$ cat config.mk
export PLATFORM = sky130hd
export DESIGN_NAME = ps2_host_tx
export DESIGN_NICKNAME = d
export VERILOG_FILES = /design/src/rtl/ps2_pkg.sv /design/src/rtl/ps2_line_sync.sv /design/src/rtl/ps2_host_tx.sv
export SDC_FILE = /design/constraint.sdc
export NUM_CORES = 1
export LEC_CHECK = 0
export CORE_AREA = 2 2 80 82
export DETAILED_ROUTE_END_ITERATION = 8
export DIE_AREA = 0 0 82 84
export GPL_ROUTABILITY_DRIVEN = 0
export GPL_TIMING_DRIVEN = 0
export PLACE_DENSITY = 0.64
export SYNTH_ARGS = -nofsm -noshare
export SYNTH_HDL_FRONTEND = slang
export SYNTH_SLANG_ARGS = --single-unit
$ cat constraint.sdc
create_clock -name clock -period 2.45 [get_ports clock]
set_clock_uncertainty 0.15 [all_clocks]
set_input_delay 0.735 -clock clock [delete_from_list [all_inputs] [get_ports clock]]
set_output_delay 0.735 -clock clock [all_outputs]
set_load 0.01 [all_outputs]
$ cat src/rtl/ps2_pkg.sv
// ps2_pkg: shared PS/2 state encoding, command constants and parity helper
package ps2_pkg;
  typedef enum logic [2:0] {IDLE, INHIBIT, RTS, XFER, WAIT_IDLE} ps2_state_e;
  localparam logic [7:0] PS2_CMD_SET_LED = 8'hED;
  localparam logic [7:0] PS2_CMD_RESET = 8'hFF;
  localparam int PS2_FRAME_EDGES = 11;
  function automatic logic odd_parity(input logic [7:0] d);
    return ~^d;
  endfunction
endpackage

$ cat src/rtl/ps2_line_sync.sv
// ps2_line_sync: synchronizes PS/2 clock/data pins and flags falling clock edges
module ps2_line_sync #(
  parameter int STAGES = 2
) (
  input  logic clk_i,
  input  logic rst_i,
  input  logic ps2_clk_i,
  input  logic ps2_dat_i,
  output logic sync_clk_o,
  output logic sync_dat_o,
  output logic clk_fall_o
);
  logic [STAGES-1:0] clk_q, dat_q;
  logic prev_q;
  // Reset to the idle-high bus level so leaving reset never looks like an edge
  always_ff @(posedge clk_i) begin
    if (rst_i) begin
      clk_q <= '1;
      dat_q <= '1;
      prev_q <= 1'b1;
    end else begin
      clk_q <= {clk_q[STAGES-2:0], ps2_clk_i};
      dat_q <= {dat_q[STAGES-2:0], ps2_dat_i};
      prev_q <= clk_q[STAGES-1];
    end
  end
  assign sync_clk_o = clk_q[STAGES-1];
  assign sync_dat_o = dat_q[STAGES-1];
  assign clk_fall_o = prev_q & ~clk_q[STAGES-1];
endmodule

$ cat src/rtl/ps2_host_tx.sv
// ps2_host_tx: host-to-device PS/2 command byte transmitter with open-drain line enables
module ps2_host_tx
  import ps2_pkg::*;
#(
  parameter int INHIBIT_CYCLES = 5000,
  parameter int TIMEOUT_CYCLES = 750000,
  parameter int SYNC_STAGES = 2
) (
  input  logic       clock,
  input  logic       reset,
  input  logic [7:0] tx_data,
  input  logic       tx_valid,
  output logic       tx_ready,
  input  logic       ps2_clk_in,
  input  logic       ps2_dat_in,
  output logic       ps2_clk_oe,
  output logic       ps2_dat_oe,
  output logic       busy,
  output logic       tx_done,
  output logic       tx_ack_err,
  output logic       tx_timeout
);
  localparam int CMAX = INHIBIT_CYCLES > TIMEOUT_CYCLES ? INHIBIT_CYCLES : TIMEOUT_CYCLES;
  localparam int CW = $clog2(CMAX + 1);
  ps2_state_e state_q, state_d;
  logic [CW-1:0] cnt_q, cnt_d;
  logic [3:0] edge_q, edge_d;
  logic [9:0] frame_q, frame_d;
  logic dat_q, dat_d, err_q, err_d, done_q, done_d, tmo_q, tmo_d;
  logic sync_clk, sync_dat, clk_fall, last_edge, tmo_hit;
  ps2_line_sync #(.STAGES(SYNC_STAGES)) u_sync (
    .clk_i(clock),
    .rst_i(reset),
    .ps2_clk_i(ps2_clk_in),
    .ps2_dat_i(ps2_dat_in),
    .sync_clk_o(sync_clk),
    .sync_dat_o(sync_dat),
    .clk_fall_o(clk_fall)
  );
  assign last_edge = clk_fall && edge_q == 4'(PS2_FRAME_EDGES - 1);
  assign tmo_hit = cnt_q == CW'(TIMEOUT_CYCLES - 1);
  always_ff @(posedge clock) begin
    if (reset) begin
      state_q <= IDLE;
      cnt_q <= '0;
      edge_q <= '0;
      frame_q <= '0;
      dat_q <= 1'b0;
      err_q <= 1'b0;
      done_q <= 1'b0;
      tmo_q <= 1'b0;
    end else begin
      state_q <= state_d;
      cnt_q <= cnt_d;
      edge_q <= edge_d;
      frame_q <= frame_d;
      dat_q <= dat_d;
      err_q <= err_d;
      done_q <= done_d;
      tmo_q <= tmo_d;
    end
  end
  // frame_q shifts out data LSB first, then parity, then the stop bit
  always_comb begin
    state_d = state_q;
    cnt_d = cnt_q;
    edge_d = edge_q;
    frame_d = frame_q;
    dat_d = dat_q;
    err_d = err_q;
    done_d = 1'b0;
    tmo_d = 1'b0;
    case (state_q)
      IDLE: if (tx_valid) begin
        state_d = INHIBIT;
        cnt_d = '0;
        edge_d = '0;
        err_d = 1'b0;
        frame_d = {1'b1, odd_parity(tx_data), tx_data};
      end
      INHIBIT: begin
        cnt_d = cnt_q + CW'(1);
        state_d = cnt_q == CW'(INHIBIT_CYCLES - 1) ? RTS : INHIBIT;
      end
      RTS: begin
        state_d = XFER;
        cnt_d = '0;
        edge_d = '0;
        dat_d = 1'b1;
      end
      XFER: begin
        cnt_d = cnt_q + CW'(1);
        if (last_edge) begin
          state_d = WAIT_IDLE;
          err_d = sync_dat;
          edge_d = edge_q + 4'd1;
          dat_d = 1'b0;
        end else if (tmo_hit) begin
          state_d = IDLE;
          tmo_d = 1'b1;
          dat_d = 1'b0;
        end else if (clk_fall) begin
          edge_d = edge_q + 4'd1;
          dat_d = ~frame_q[0];
          frame_d = {1'b0, frame_q[9:1]};
        end
      end
      WAIT_IDLE: begin
        cnt_d = cnt_q + CW'(1);
        if (sync_clk && sync_dat) begin
          state_d = IDLE;
          done_d = 1'b1;
        end else if (tmo_hit) begin
          state_d = IDLE;
          tmo_d = 1'b1;
        end
      end
      default: state_d = IDLE;
    endcase
  end
  assign tx_ready = state_q == IDLE;
  assign busy = state_q != IDLE;
  assign ps2_clk_oe = state_q == INHIBIT || state_q == RTS;
  assign ps2_dat_oe = state_q == RTS || (state_q == XFER && dat_q);
  assign tx_done = done_q;
  assign tx_ack_err = done_q & err_q;
  assign tx_timeout = tmo_q;
endmodule
==> results of run 1 <==
## registers in the layout (all words and copies together), names as in the netlist
name / count
tx_done: 1
frame_q: 10
err_q: 1
u_sync.prev_q: 1
u_sync.clk_q: 2
state_q: 3
tx_timeout: 1
cnt_q: 20
u_sync.dat_q: 2
dat_q: 1
edge_q: 4
## per-layer routing
metal	up-vias	part of all wire, %
li1	1032	-
met1	953	48
met2	42	47
met3	8	4.4
met4	0	0.96
met5	-	0
## timing repair
item,CTS,global route
pin swaps,1,1
endpoints found under the setup margin,21,15
hold buffers,0,0
resized for setup,14,12
## logic make-up (layout without fill, tap and decap cells)
group	Yosys count	after routing	share of synthesized area, %
AOI/OAI and AO/OA	50	50	14.1
xor gates and xnor gates	26	26	10.0
adders and majority gates	3	3	1.66
buffers and inverters	16	41	2.65
DFF	46	46	40.6
and+or+nand+nor	138	138	30.9
## metrics by stage
stage / utilization [%] / cell area, um^2 / worst slack, ns / total power [W]
2_1_floorplan: - / 2270 / 0.106 / 0.000890
3_3_place_gp: 41.9 / 2550 / -0.407 / 0.000945
3_5_place_dp: 41.9 / 2550 / -0.412 / 0.000946
4_1_cts: 43.6 / 2660 / 0.0199 / 0.00143
5_1_grt: 44.0 / 2690 / 0.00402 / 0.00148
6_report: 44.0 / 2690 / 0.0567 / 0.00141
## area by class of cell
class                   count  area [um^2]  area share [%]
multi-input cells         217         1320            49.1
repair buffers             19          181            6.76
clock inverters             3         23.8           0.885
clock buffers               5         68.8            2.56
plain buffers               9         51.3            1.91
inverters                   5         18.8           0.699
flip-flops and latches     46          926            34.5
well taps                  77         96.3            3.59
## worst max-delay path by stage
stage	end	slack [ns]	cells after the start
2_1_floorplan	frame_q[0]$_SDFFE_PP0P_	0.11	6
3_3_place_gp	cnt_q[8]$_SDFFE_PP0P_	-0.41	7
3_5_place_dp	cnt_q[8]$_SDFFE_PP0P_	-0.41	7
4_1_cts	tx_ready	0.02	4
5_1_grt	cnt_q[11]$_SDFFE_PP0P_	0.004	6
6_report	cnt_q[8]$_SDFFE_PP0P_	0.06	6
## power groups by stage
stage | Combinational [W] | Sequential [W] | Clock (W)
global route | 0.000165 | 0.000785 | 0.000528
global placement | 0.000145 | 0.000799 | 0
CTS | 0.000147 | 0.000783 | 0.000500
finish | 0.000147 | 0.000782 | 0.000478
floorplan | 0.0000942 | 0.000796 | 0
detailed placement | 0.000146 | 0.000800 | 0
## cells in the mapped netlist, types with 2 or more instances
cell      count  area, um^2
nor2_1       33         124
nand3b_1      3        22.5
nand4_1       7        43.8
nor3b_1       2        15.0
xnor2_1      18         158
or3_1         7        43.8
a21oi_1      24         120
or4_1         3        22.5
and3_1        6        37.5
o21ai_0       8        40.0
nand3_1      13        65.1
dfxtp_1      46         921
a311oi_1      9        78.8
clkbuf_1     11        41.3
nor3_1       11        55.1
nand2b_1      3        18.8
or2_2         6        37.5
nand2_1      34         128
xor2_1        8        70.1
inv_1         5        18.8
ha_1          3        37.5
==> impl_metrics.tcl, run 1 <==
set metrics [dict create \
    seq_area_frac_synth_pct 40.6 \
    die_h_um 84 \
    port_buffers 19 \
    r2r-start "cnt_q[6]$_SDFFE_PP0P_" \
    setup.worst_path.end_class "flop" \
    vias 2035 \
    cp_num_buf_inv 1 \
    hp-start "u_sync.clk_q[0]$_SDFF_PP1_" \
    path_cells "clkdlybuf4s50_1 -> or4_4 -> and3_2 -> and3_1 -> xnor2_1 -> nor2_1" \
    synthToLayoutAreaGrowth_pct 18.5 \
    slew_violations 0 \
    grt_max_degree 17 \
    hold_ws_ns 0.271 \
    dpl.hpwl_mm 3.48 \
    p_sw_share_pct 26.0 \
    path_class "input port to flop" \
    reg2reg_depth 5 \
    max_slew_margin_pct 67.4 \
    yosysWarnings 0 \
    period_minus_slack_ns 2.39 \
    cts.sinks 46 \
    r2r_slack_ns 0.09 \
    dieArea_um2 6890 \
    final_nets 319 \
    grt_overflow 0 \
    wire_per_inst_um 12.9 \
    arrival_ns 2.42 \
    cts_tree "built" \
    peakVddDrop_mv 0.354 \
    leakage_nw 0.911 \
    critPathSlowestCell "clkdlybuf4s50_1" \
    power_frac_clock_pct 34.0 \
    path_max_fanout 8 \
    cp_top_family "simple AND/OR/NAND/NOR gates" \
    routed_wl_mm 4.90 \
    power_density_nw_per_um2 524 \
    grt_first_pass_wirelength_mm 8.37 \
    cp_data_required_time_ns 2.47 \
    holdPathStages 1 \
    crit_start "tx_valid" \
    seqPwrFrac_pct 55.5 \
    setup_tns_ns 0 \
    grt_busiest_layer "met2" \
    hold_violations 0 \
    cts_buffers 5 \
    post-route-drc-count 0 \
    netlist_area_um2 2270 \
    avgSynthCellArea_um2 8.12 \
    cpPeakStageDelay_ns 0.53 \
    io_pins 20 \
    grt_pass1_vias 1818 \
    grt_use_met3_pct 3.68 \
    final_cell_mix "44 x dfxtp_1, 34 x nand2_1, 32 x nor2_1, 23 x a21oi_1, 18 x xnor2_1" \
    fill_cells 645 \
    clkTransAtPathRegs_ns 0.10 \
    drt_iter0_markers 104 \
    start_kind "input port" \
    core_um2 6100 \
    gr-usage-met2_pct 23.4 \
    syn_inst 279 \
    p_switching_w 0.000365 \
    final_cells 381 \
    final_common_cell "dfxtp_1" \
    hp-class "flop to flop" \
    grtUsageMet1_pct 21.3 \
    worst_pin_slew_ns 0.488 \
    cts_setup_buffers 0 \
    placed_cells 375 \
    antenna_found_initial 0 \
    synth_cell_types 40 \
    fin_crit_sh_pct 97.7 \
    cts_max_path_buffers 2 \
    synth-seq-cells 46 \
    yosys_most_used_dff "dfxtp_1" \
    start_util_pct 37.2 \
    p_int_w 0.00104 \
    diodes 0 \
    via_per_inst 5.34 \
    r2r_end "state_q[1]$_SDFFE_PP0P_" \
    pwr-share-comb_pct 10.5 \
    clkLatencyLatePin_ns 0.30 \
    setup_violations 0 \
    drive_above_1_share_pct 10.5 \
    timing.fmax_mhz 418 \
    hold_end "u_sync.clk_q[1]$_SDFF_PP1_" \
    rsz0062_at_grt "no" \
    async_flop_share_pct 0 \
    syn_nets 295 \
    outcome "finished clean" \
    clock-root-buffer "clkbuf_8" \
    rows 29 \
    die_x_um 82 \
    grt_usage_pct 15.4 \
    max_cap_violations 0 \
    cts_max_level 2 \
    first_pass_iters 4 \
    synth-edff-count 0 \
    ant_nets 0 \
]
Note: power is estimated with default switching activity, not from simulation.
==> inputs of run 2 (changes only) <==
--- a/config.mk
+++ b/config.mk
@@ -10,7 +10,7 @@
 export DIE_AREA = 0 0 82 84
 export GPL_ROUTABILITY_DRIVEN = 0
 export GPL_TIMING_DRIVEN = 0
-export PLACE_DENSITY = 0.64
+export PLACE_DENSITY = 0.62
 export SYNTH_ARGS = -nofsm -noshare
 export SYNTH_HDL_FRONTEND = slang
 export SYNTH_SLANG_ARGS = --single-unit
==> constraint.sdc (replaced) <==
create_clock -name clock -period 2.25 [get_ports clock]
set_clock_uncertainty 0.15 [all_clocks]
set_input_delay 0.675 -clock clock [delete_from_list [all_inputs] [get_ports clock]]
set_output_delay 0.675 -clock clock [all_outputs]
set_load 0.01 [all_outputs]
==> run 2 against run 1 <==
Compared with the run above:
- the run now ends with setup timing left
- sequential cell count stayed put
- critical path depth stayed put
- clock power is 19% higher
- power is 13% higher
- critical path type is now flop to flop
- non-clock buffer count is 5 higher
==> impl_metrics.tcl, run 2 (synthesized netlist as in run 1, its figures left out) <==
set metrics [dict create \
    arrival_ns 2.38 \
    hp-start "u_sync.clk_q[0]$_SDFF_PP1_" \
    wire_per_inst_um 13.3 \
    via_per_inst 5.24 \
    cts_buffers 5 \
    grt_first_pass_wirelength_mm 8.40 \
    hold_violations 0 \
    hold_end "u_sync.clk_q[1]$_SDFF_PP1_" \
    final_nets 324 \
    final_cells 386 \
    r2r_slack_ns -0.11 \
    top_regs "cnt_q: 20 flops, frame_q: 10 flops, edge_q: 4 flops" \
    final_common_cell "dfxtp_1" \
    clock-root-buffer "clkbuf_8" \
    dieArea_um2 6890 \
    die_h_um 84 \
    routed_wl_mm 5.15 \
    power_frac_clock_pct 35.8 \
    grt_max_degree 15 \
    diodes 0 \
    power_density_nw_per_um2 574 \
    fill_cells 610 \
    outcome "finished, violations left" \
    largest_register_ffs 20 \
    timing.fmax_mhz 423 \
    hold_ws_ns 0.266 \
    r2r-start "cnt_q[6]$_SDFFE_PP0P_" \
    worst_pin_slew_ns 0.568 \
    placed_cells 375 \
    post-route-drc-count 0 \
    max_cap_violations 0 \
    cts_tree "built" \
    multi_input_area_um2 1330 \
    first_pass_iters 4 \
    p_sw_share_pct 24.6 \
    max_slew_margin_pct 62.2 \
    setup.worst_path.end_class "flop" \
    final_cell_mix "41 x dfxtp_1, 34 x nand2_1, 32 x nor2_1, 21 x a21oi_1, 18 x xnor2_1" \
    worst_slack_ns -0.111 \
    cts_max_path_buffers 2 \
    r2r_end "frame_q[8]$_SDFFE_PP0P_" \
    drt_iter0_markers 55 \
    period_minus_slack_ns 2.36 \
    port_buffers 19 \
    path_max_fanout 9 \
    cts.sinks 46 \
    grt_pass1_vias 1813 \
    die_x_um 82 \
    io_pins 20 \
    grt_usage_pct 15.3 \
    hold_buffers 0 \
    rsz0062_at_grt "yes" \
    pwr-share-comb_pct 10.6 \
    wl_met2_mm 2.33 \
    hp-class "flop to flop" \
    fin_crit_sh_pct 105 \
    cts_max_level 2 \
    leakage_nw 0.960 \
    p_int_w 0.00120 \
    start_kind "flop" \
    start_util_pct 37.2 \
    clkLatencyLatePin_ns 0.30 \
    peakVddDrop_mv 0.234 \
    cp_data_required_time_ns 2.27 \
    slew_violations 0 \
    dpl.hpwl_mm 3.51 \
    setup_violations 13 \
    ant_nets 0 \
    rows 29 \
    p_switching_w 0.000390 \
    antenna_found_initial 0 \
    core_um2 6100 \
    clkTransAtPathRegs_ns 0.09 \
    path_class "flop to flop" \
    holdPathStages 1 \
    violations "setup timing" \
    seqPwrFrac_pct 53.6 \
    seq_area_um2 932 \
    top_layer_used "met4" \
    drive_above_1_share_pct 14.6 \
    synthToLayoutAreaGrowth_pct 22.1 \
    vias 2022 \
    reg2reg_depth 6 \
    grt_overflow 0 \
    wl_met3_um 152 \
    regMostFlops "cnt_q" \
    wirelength_met1_mm 2.60 \
]
run 2: how the worst max path moves through the flow:
stage | from | to | slack [ns] | cells after the start
floorplan | cnt_q[6]$_SDFFE_PP0P_ | frame_q[0]$_SDFFE_PP0P_ | 0.04 | 6
global placement | tx_valid | cnt_q[8]$_SDFFE_PP0P_ | -0.55 | 7
detailed placement | tx_valid | cnt_q[8]$_SDFFE_PP0P_ | -0.55 | 7
CTS | cnt_q[6]$_SDFFE_PP0P_ | frame_q[6]$_SDFFE_PP0P_ | -0.11 | 6
global route | cnt_q[6]$_SDFFE_PP0P_ | frame_q[6]$_SDFFE_PP0P_ | -0.17 | 5
finish | cnt_q[6]$_SDFFE_PP0P_ | frame_q[8]$_SDFFE_PP0P_ | -0.11 | 6
run 2: cell type report:
| type | count | share of cell area [%] |
|---|---|---|
| repair buffers | 23 | 7.69 |
| flip-flops and latches | 46 | 33.7 |
| multi-input cells | 217 | 47.9 |
| well taps | 77 | 3.48 |
| clock buffers | 7 | 3.48 |
| inverters | 5 | 0.678 |
| clock inverters | 1 | 0.317 |
| plain buffers | 10 | 2.76 |
run 2: through the flow:
step	utilization, %	setup TNS, ns	total power [W]	cell area (um^2)	setup slack [ns]
global route	45.4	-1.91	0.00166	2770	-0.169
CTS	44.2	-1.23	0.00160	2700	-0.109
floorplan	-	0	0.000969	2280	0.0380
global placement	42.0	-11.57	0.00103	2560	-0.548
detailed placement	42.0	-11.76	0.00103	2560	-0.549
finish	45.4	-1.02	0.00159	2770	-0.111
run 2: worst max-delay path, cell delays in order (launching register included):
cell and delay (ns):
dfxtp_2 0.35, or4_4 0.53, or4_4 0.48, or3_4 0.36
buf_8 0.15, a21oi_1 0.15, a311oi_1 0.07
run 2: power by group through the flow:
| stage | Combinational (W) | Sequential [W] | Clock (W) |
|---|---|---|---|
| global route | 0.000187 | 0.000854 | 0.000623 |
| global placement | 0.000159 | 0.000870 | 0 |
| CTS | 0.000162 | 0.000852 | 0.000584 |
| finish | 0.000168 | 0.000852 | 0.000569 |
| detailed placement | 0.000160 | 0.000871 | 0 |
| floorplan | 0.000103 | 0.000867 | 0 |
run 2: routing by layer:
metal | vias up | global-route usage [%]
met5 | - | 0
met4 | 0 | 5.76
met3 | 7 | 3.68
met2 | 29 | 23.8
met1 | 948 | 20.4
li1 | 1038 | -
run 2: repair_timing:
item                       4_1_cts  5_1_grt
pin swaps                        0        1
resized for setup               25       17
hold endpoints to repair         0        0
buffers inserted                 0        4
setup endpoints to repair       34       18
